===== config.mk =====
export PLATFORM = sky130hd
export DESIGN_NAME = hmac_stream_adapter
export DESIGN_NICKNAME = d
export VERILOG_FILES = /design/src/rtl/hmac_stream_pkg.sv /design/src/rtl/stream_word_serializer.sv /design/src/rtl/hmac_stream_adapter.sv
export SDC_FILE = /design/constraint.sdc
export NUM_CORES = 2
export LEC_CHECK = 0
export CORE_AREA = 5 5 630 632
export CTS_CLUSTER_DIAMETER = 80
export DETAILED_ROUTE_END_ITERATION = 12
export DIE_AREA = 0 0 635 637
export PLACE_DENSITY_LB_ADDON = 0.3
export SLEW_MARGIN = 20
export SYNTH_ARGS = -nofsm -noshare
export SYNTH_HDL_FRONTEND = slang
export SYNTH_SLANG_ARGS = --single-unit

===== constraint.sdc =====
create_clock -name clk -period 5.12 [get_ports clk]
set_input_delay 1.28 -clock clk [delete_from_list [all_inputs] [get_ports clk]]
set_output_delay 1.28 -clock clk [all_outputs]
set_load 0.03 [all_outputs]

===== src/rtl/hmac_stream_pkg.sv =====
// Shared constants and state encoding for the HMAC stream adapter.
// 1312-bit HMAC input = 640-bit key (upper) || 672-bit message (lower).
package hmac_stream_pkg;
  localparam int WORD_W    = 32;
  localparam int IN_WORDS  = 41;
  localparam int OUT_WORDS = 8;
  localparam int KEY_BITS  = 640;
  localparam int MSG_BITS  = 672;
  localparam int IN_BITS   = KEY_BITS + MSG_BITS;
  localparam int OUT_BITS  = WORD_W * OUT_WORDS;
  localparam int CNT_W     = 6;

  typedef enum logic [1:0] {LOAD, START, WAIT, SEND} state_t;
endpackage


===== src/rtl/stream_word_serializer.sv =====
// Holds a captured digest and streams it out MSW-first as valid/ready words.
// Ports:
//   clk, n_rst  clock, async active-low reset
//   i_clear     sync clear: drop valid, zero counter (digest kept)
//   i_load      capture i_digest and start streaming
//   i_digest    digest to capture
//   o_data      current word (top of the shift register)
//   o_valid     o_data valid
//   i_ready     consumer accepts o_data
//   o_last      accept of the final word this cycle
module stream_word_serializer #(
  parameter int WORD_W    = 32,
  parameter int OUT_WORDS = 8
) (
  input  logic                        clk,
  input  logic                        n_rst,
  input  logic                        i_clear,
  input  logic                        i_load,
  input  logic [WORD_W*OUT_WORDS-1:0] i_digest,
  output logic [WORD_W-1:0]           o_data,
  output logic                        o_valid,
  input  logic                        i_ready,
  output logic                        o_last
);
  localparam int BITS = WORD_W * OUT_WORDS;
  localparam int CW   = $clog2(OUT_WORDS);

  logic [BITS-1:0] r_digest;
  logic [CW-1:0]   r_cnt;
  logic            r_valid;
  logic            w_accept;
  logic            w_cnt_last;

  assign w_accept   = r_valid & i_ready;
  assign w_cnt_last = (r_cnt == CW'(OUT_WORDS - 1));

  always_ff @(posedge clk or negedge n_rst) begin
    if (!n_rst) begin
      r_digest <= '0;
      r_cnt    <= '0;
      r_valid  <= 1'b0;
    end else if (i_clear) begin
      r_cnt    <= '0;
      r_valid  <= 1'b0;
    end else if (i_load) begin
      r_digest <= i_digest;
      r_cnt    <= '0;
      r_valid  <= 1'b1;
    end else if (w_accept) begin
      // Shift so the next word is always at the top; o_data stays put on stall.
      r_digest <= {r_digest[BITS-WORD_W-1:0], {WORD_W{1'b0}}};
      if (w_cnt_last) begin
        r_cnt   <= '0;
        r_valid <= 1'b0;
      end else begin
        r_cnt   <= r_cnt + 1'b1;
      end
    end
  end

  assign o_data  = r_digest[BITS-1 -: WORD_W];
  assign o_valid = r_valid;
  assign o_last  = w_accept & w_cnt_last;
endmodule


===== src/rtl/hmac_stream_adapter.sv =====
// Host front end for the 164-byte HMAC-SHA256 core: packs 41 input words
// into the 1312-bit key||message vector, pulses the core start, captures the
// digest and returns it as 8 words.
// Ports:
//   clk, n_rst                  clock, async active-low reset
//   in_data/in_valid/in_ready   input word stream (accepted only in LOAD)
//   abort                       sync return to LOAD, counters cleared
//   hmac_data, hmac_enable      core input vector and one-cycle start
//   hmac_hash, hmac_hash_done   core digest and its strobe
//   out_data/out_valid/out_ready digest word stream
//   busy                        high outside LOAD
module hmac_stream_adapter
  import hmac_stream_pkg::*;
(
  input  logic                clk,
  input  logic                n_rst,
  input  logic [WORD_W-1:0]   in_data,
  input  logic                in_valid,
  output logic                in_ready,
  input  logic                abort,
  output logic [IN_BITS-1:0]  hmac_data,
  output logic                hmac_enable,
  input  logic [OUT_BITS-1:0] hmac_hash,
  input  logic                hmac_hash_done,
  output logic [WORD_W-1:0]   out_data,
  output logic                out_valid,
  input  logic                out_ready,
  output logic                busy
);
  state_t             r_state, w_next;
  logic [CNT_W-1:0]   r_in_cnt;
  logic [IN_BITS-1:0] r_hmac_data;
  logic               r_in_ready;
  logic               w_in_accept;
  logic               w_in_last;
  logic               w_capture;
  logic               w_out_last;

  // r_in_ready mirrors LOAD but is held low during reset.
  assign w_in_accept = in_valid & r_in_ready & ~abort;
  assign w_in_last   = w_in_accept & (r_in_cnt == CNT_W'(IN_WORDS - 1));
  // Done strobes outside WAIT (including the START cycle) are ignored.
  assign w_capture   = (r_state == WAIT) & hmac_hash_done & ~abort;

  always_ff @(posedge clk or negedge n_rst) begin
    if (!n_rst) r_state <= LOAD;
    else        r_state <= w_next;
  end

  always_comb begin
    w_next = r_state;
    case (r_state)
      LOAD:    if (w_in_last)  w_next = START;
      START:                   w_next = WAIT;
      WAIT:    if (w_capture)  w_next = SEND;
      SEND:    if (w_out_last) w_next = LOAD;
      default:                 w_next = LOAD;
    endcase
    if (abort) w_next = LOAD;
  end

  always_comb begin
    hmac_enable = (r_state == START);
    busy        = (r_state != LOAD);
  end

  always_ff @(posedge clk or negedge n_rst) begin
    if (!n_rst) begin
      r_in_cnt    <= '0;
      r_hmac_data <= '0;
      r_in_ready  <= 1'b0;
    end else begin
      r_in_ready <= (w_next == LOAD);
      if (abort) begin
        r_in_cnt <= '0;
      end else if (w_in_accept) begin
        // Left shift: first word ends up as the key MSW.
        r_hmac_data <= {r_hmac_data[IN_BITS-WORD_W-1:0], in_data};
        r_in_cnt    <= w_in_last ? '0 : r_in_cnt + 1'b1;
      end
    end
  end

  assign hmac_data = r_hmac_data;
  assign in_ready  = r_in_ready;

  stream_word_serializer #(
    .WORD_W    (WORD_W),
    .OUT_WORDS (OUT_WORDS)
  ) u_ser (
    .clk      (clk),
    .n_rst    (n_rst),
    .i_clear  (abort),
    .i_load   (w_capture),
    .i_digest (hmac_hash),
    .o_data   (out_data),
    .o_valid  (out_valid),
    .i_ready  (out_ready),
    .o_last   (w_out_last)
  );
endmodule


======== Yosys cells after proc, flatten, opt, wreduce, memory -nomap -nowiden ========
Cells that the tools add are included.
W data, S select, Z words.
storage, ports and cells
  bits in registers ....................... 1581
  input port bits ......................... 294
  logic and storage cells ................. 50
cells by class
  $add $sub $neg .......................... 2
  eq/ne operators ......................... 5
  muxes and demuxes ....................... 18
  bitwise gates (word level) .............. 8
  reduce and logical (&&, ||, !) cells .... 10
operator list
  cell                   count
  $mux W256              2
  $mux W6                3
  $mux W3                4
  $mux W2                4
  $pmux W2 S4            1
  $and A1 B1 Y1          7
  $add A6 B1 Y6 const B  1
  $eq A6 B6 Y1 const B   1
  $reduce_and A2 Y1      3
  $reduce_bool A2 Y1     3
  $reduce_bool A3 Y1     2
  $eq A2 B2 Y1 const B   2
  $logic_not A2 Y1       2
  $mux W1                4
  $add A3 B1 Y3 const B  1
  $eq A3 B3 Y1 const B   1
  $eq A2 B1 Y1 const B   1
  $not A1 Y1             1

======== Logic depth before layout (Yosys ltp) ========
  depth after elaboration ................. 7
  mapped depth ............................ 8

======== By module ========
From an unflattened synthesis, not the netlist that was laid out.
unflattened totals
  cells, all modules ...................... 3947
  area total of the unflattened synthesis .. 63686.1 um^2
by module, submodules not included
  module                  instances  cells each  area an instance (um^2)  sequential area each (um^2)
  hmac_stream_adapter     1          2826        51409.3                  33056.7
  stream_word_serializer  1          1121        12276.8                  6506.2

======== Least setup slack after synthesis ========
Ideal clock, no wire load.
  path kind ............................... input -> register
  start ................................... input port abort
  end ..................................... register u_ser.r_digest[34]
  library setup time ...................... 125 ps
  arrival ................................. 2722 ps
  setup slack ............................. 2273 ps
  stages on the path ...................... 7
  path buffers ............................ 4
  path through ............................ buf_2 > nor4bb_4 > buf_6 > buf_12 > buf_12 > mux2_4 > mux2_4
between the ends
  cells in the longest elaborated chain, start to end .. 4
  elaborated cells on any way between the ends .. 5
  those cells by class .................... mux (1); bitwise (2); reduce/logical (2)
ends and longest elaborated chain
  item                                 line                          text
  start, declared                      hmac_stream_adapter.sv:20     input logic abort,
  $not A1 Y1 (no source line) *        -
  $and A1 B1 Y1                        hmac_stream_adapter.sv:43     assign w_capture = (r_state == WAIT) & hmac_hash_done & ~abort;
  $reduce_bool A2 Y1 (no source line)  -
  $reduce_and A2 Y1 (no source line)   -
  end signal, assigned                 stream_word_serializer.sv:46  r_digest <= i_digest;
  end signal, assigned                 stream_word_serializer.sv:51  r_digest <= {r_digest[BITS-WORD_W-1:0], {WORD_W{1'b0}}};
  end, declared                        stream_word_serializer.sv:28  logic [BITS-1:0] r_digest;
Mark *: on every way between the ends. The rest lies on a longest branch, timed or not.
A chain may end at the register's enable or synchronous reset.

======== Worst setup path in the final report ========
  start ................................... register r_hmac_data[772] (netlist: hmac_data[772])
  end ..................................... output port hmac_data[772]
RTL lines
  item                    line                       text
  start, declared         hmac_stream_adapter.sv:32  logic [IN_BITS-1:0] r_hmac_data;
  start signal, assigned  hmac_stream_adapter.sv:78  r_hmac_data <= {r_hmac_data[IN_BITS-WORD_W-1:0], in_data};
  end, declared           hmac_stream_adapter.sv:21  output logic [IN_BITS-1:0] hmac_data,
No word-level cell between the ends.

==> impl_summary.txt <==
----------------------------------------------------
[Synthesis]
  Count of mapped cells out of synthesis ... 3673
  Post-synthesis average cell area ... 17.2 µm²
  Count of different cell masters after synthesis ... 45
  Post-synthesis sequential area ratio ... 0.627
  Warning count from the yosys run ... 0
  Synthesized cell area ... 63100 µm²
  Synthesized flop and latch total ... 1581
  Nets in the synthesized netlist ... 3971

[Placed design]
  Cell count after placement ... 10400
  Total of buffers placed on input and output ports ... 1641
  Post-DP HPWL ... 216 mm
  Weighted congestion at the end of routability-driven global placement ... 0.862

[Clock network]
  Clock latency on the worst-skew pair ... 0.88 ns
  Clock tree buffer depth ... 4
  Inserted Clock Buffers ... 196
  Number of resized instances in the post-cts repair step ... 0
  Clock root buffer ... sky130_fd_sc_hd__clkbuf_16
  Num Clock Sinks ... 1581
  CTS tree ... yes
  H-Tree Level Count ... 4
  Setup repair bufs after CTS ... 0
  CTS clk-pin slew, worst paths ... 0.06 ns
  Total of hold buffers inserted after clock tree synthesis ... 0

[Critical path]
  Crit path cell chain ... clkdlybuf4s50_1
  Worst reg2reg endpoint ... u_ser.r_digest[32]
  Startpoint of the lowest-slack register-to-register path ... r_state[0]
  Delay of the slowest cell on the worst path ... 0.82 ns
  Signal arrival time at the worst endpoint ... 2.48 ns
  Capture point of the worst path ... hmac_data[772]
  Critical path launch point type ... flop
  Sort of element at the end of the critical path ... primary output
  Crit path max-delay cell type ... sky130_fd_sc_hd__clkdlybuf4s50_1
  Critical path's top delay family ... buffers and inverters
  Data required time at the worst endpoint ... 3.84 ns
  Launching instance or port of the critical path ... hmac_data[772]
  Worst Setup Path Type ... reg2out
  Cell depth of the worst flop-to-flop path ... 5
  Number of logic stages on the critical path including buffering ... 1
  CP max FO ... 3
  Worst path bufs/invs ... 1
  Slack of the worst reg-to-reg path ... 2.75 ns

[Cells and area]
  Register Area ... 39600 µm²
  Most used cells in the layout excluding fill and tap cells ... sky130_fd_sc_hd__clkdlybuf4s50_1, sky130_fd_sc_hd__dfrtp_1, sky130_fd_sc_hd__mux2_2
  Layout net count ... 5661
  Fill count ... 41000
  Most common cell after layout, fill and taps aside ... sky130_fd_sc_hd__clkdlybuf4s50_1
  Final std cells w/o fill ... 10800
  Area growth from synthesis to layout ... 46.1%
  Fraction of layout instances using a drive strength above 1 ... 0.394
  Area of combinational cells with multiple inputs ... 21700 µm²

[Floorplanning]
  Rows ... 230
  Die area ... 404000 µm²
  Die outline width ... 635 µm
  Standard cell core area ... 391000 µm²
  Number of top-level pins ... 1642
  Die extent in y ... 637 µm
  Starting density of the core ... 0.162

[STA]
  Actual slew at the worst max-slew pin ... 0.871 ns
  Setup repair after global routing missed its margin ... no
  Number of hold-slack violations in the final timing report ... 0
  Highest attainable clock frequency ... 0.266 GHz
  Clock tree skew after final layout ... 0.0805 ns
  Final critical delay including setup and external delays ... 3.76 ns
  Max-slew violation count ... 0
  Setup_tns ... 0 ns
  Final worst-path cycle share ... 0.734
  Final Setup Violations ... 0
  Relative slew slack ... 0.420

[Drt]
  Iteration-0 DRC count of the detailed router ... 1755
  Routed wire length ... 270 mm
  Number of nets still failing antenna checks after routing ... 0
  Vias ... 38800
  Via density per instance ... 3.60
  Detailed-routing iteration count for the pre-antenna-repair pass ... 5
  Routed wire length per instance ... 25.1 µm
  DRC errors left ... 0

[Min path]
  Path class of the lowest-slack min-delay path ... reg2reg

[GRT]
  Largest net degree at the start of global routing ... 134
  Antenna violations before repair ... 51
  Via count of the first global-routing pass ... 41600
  Wire length of the first global-routing pass ... 369 mm
  Global-route usage over all layers ... 0.128
  Remaining global-route overflow ... 0

[Run]
  Max-cap viol count ... 0

[Power]
  IR drop worst, VDD ... 0.401 mV
  Pwr/cell area ... 455 nW/µm²
  Static leakage ... 41.1 nW

[Outcome]
  Result of the run ... finished, final reports clean

----------------------------------------------------
cells in the mapped netlist, drive strengths merged:
cell / instances / area, µm²
ha: 4 / 50.1
nor2b: 1 / 6.26
or4: 1 / 7.51
mux2i: 2 / 20.0
a22o: 32 / 280
o22ai: 1 / 6.26
o32a: 1 / 10.0
nand4: 1 / 6.26
clkbuf: 6 / 33.8
buf: 231 / 1840
mux2: 1760 / 21000
inv: 2 / 7.51
and2: 2 / 12.5
or3b: 1 / 8.76
nor3: 4 / 20.0
a31oi: 2 / 12.5
a211oi: 1 / 12.5
nand3: 2 / 10.0
o211ai: 3 / 22.5
nor2: 3 / 11.3
a21oi: 6 / 41.3
nand4b: 1 / 8.76
nand2: 9 / 33.8
nand3b: 2 / 27.5
and3: 1 / 6.26
o31ai: 1 / 7.51
nor3b: 1 / 7.51
nand4bb: 1 / 11.3
a21o: 1 / 7.51
nand2b: 2 / 12.5
dfrtp: 1581 / 39600
or2: 1 / 6.26
or3: 2 / 12.5
nor4bb: 1 / 25.0
and4b: 1 / 10.0
o21ai: 2 / 10.0
how the worst min path moves through the flow:
stage | slack (ns) | end | startpoint | cells past startpoint
finish | 0.46 | hmac_data[1295] | hmac_data[1263] | 1
global route | 0.42 | hmac_data[759] | n_rst | 1
CTS | 0.38 | hmac_data[759] | n_rst | 1
detailed placement | 0.49 | u_ser.r_digest[183] | u_ser.r_digest[183] | 1
global placement | 0.49 | u_ser.r_digest[209] | u_ser.r_digest[209] | 1
floorplan | 0.47 | u_ser.r_digest[0] | u_ser.r_digest[0] | 1
area by class of cell:
type                            count  area share
Timing Repair Buffer             1729       0.190
Tap cell                         5220      0.0708
Sequential cell                  1581       0.429
Multi-Input combinational cell   1853       0.235
Inverter                            2   0.0000814
Antenna cell                       20    0.000543
Clock buffer                      292      0.0640
Clock inverter                     67      0.0104
routing by layer:
layer	wire length [µm]	track usage	share of wire	vias to the layer above
met5	130	0	0.00048	-
met4	6430	0.0295	0.024	20
met3	19600	0.0408	0.072	307
met2	142000	0.235	0.52	1287
met1	103000	0.144	0.38	20500
li1	-	-	-	16600
power by group:
group / switching (mW) / internal [mW]
combinational: 6.22 / 4.61
sequential: 2.21 / 14.3
clock: 5.79 / 8.82
cells by family after synthesis:
group / share of synthesized area
multiplexers: 0.332
flip-flops: 0.627
buffers and inverters: 0.0299
AO/OA/AOI/OAI: 0.00650
AND/OR/NAND/NOR: 0.00387
adder cells (fa/ha/maj): 0.000793
flip-flops by register name, summed over array words and instances (netlist names):
name,flops
hmac_data,1312
in_ready,1
r_in_cnt,6
r_state,2
u_ser.o_valid,1
u_ser.r_cnt,3
u_ser.r_digest,256
per-stage QoR:
| stage | worst slack [ns] | util | power (mW) | hold WS, ns | cell area [µm²] |
|---|---|---|---|---|---|
| global route | 1.23 | 0.236 | 43.7 | 0.417 | 92200 |
| floorplan | 2.27 | - | 21.1 | 0.469 | 63100 |
| detailed placement | 0.978 | 0.218 | 27.8 | 0.492 | 85300 |
| finish | 1.36 | 0.236 | 41.9 | 0.464 | 92200 |
| CTS | 1.10 | 0.236 | 42.8 | 0.378 | 92200 |
| global placement | 1.02 | 0.218 | 27.8 | 0.485 | 85300 |
Note: power is estimated with default switching activity, not from simulation.
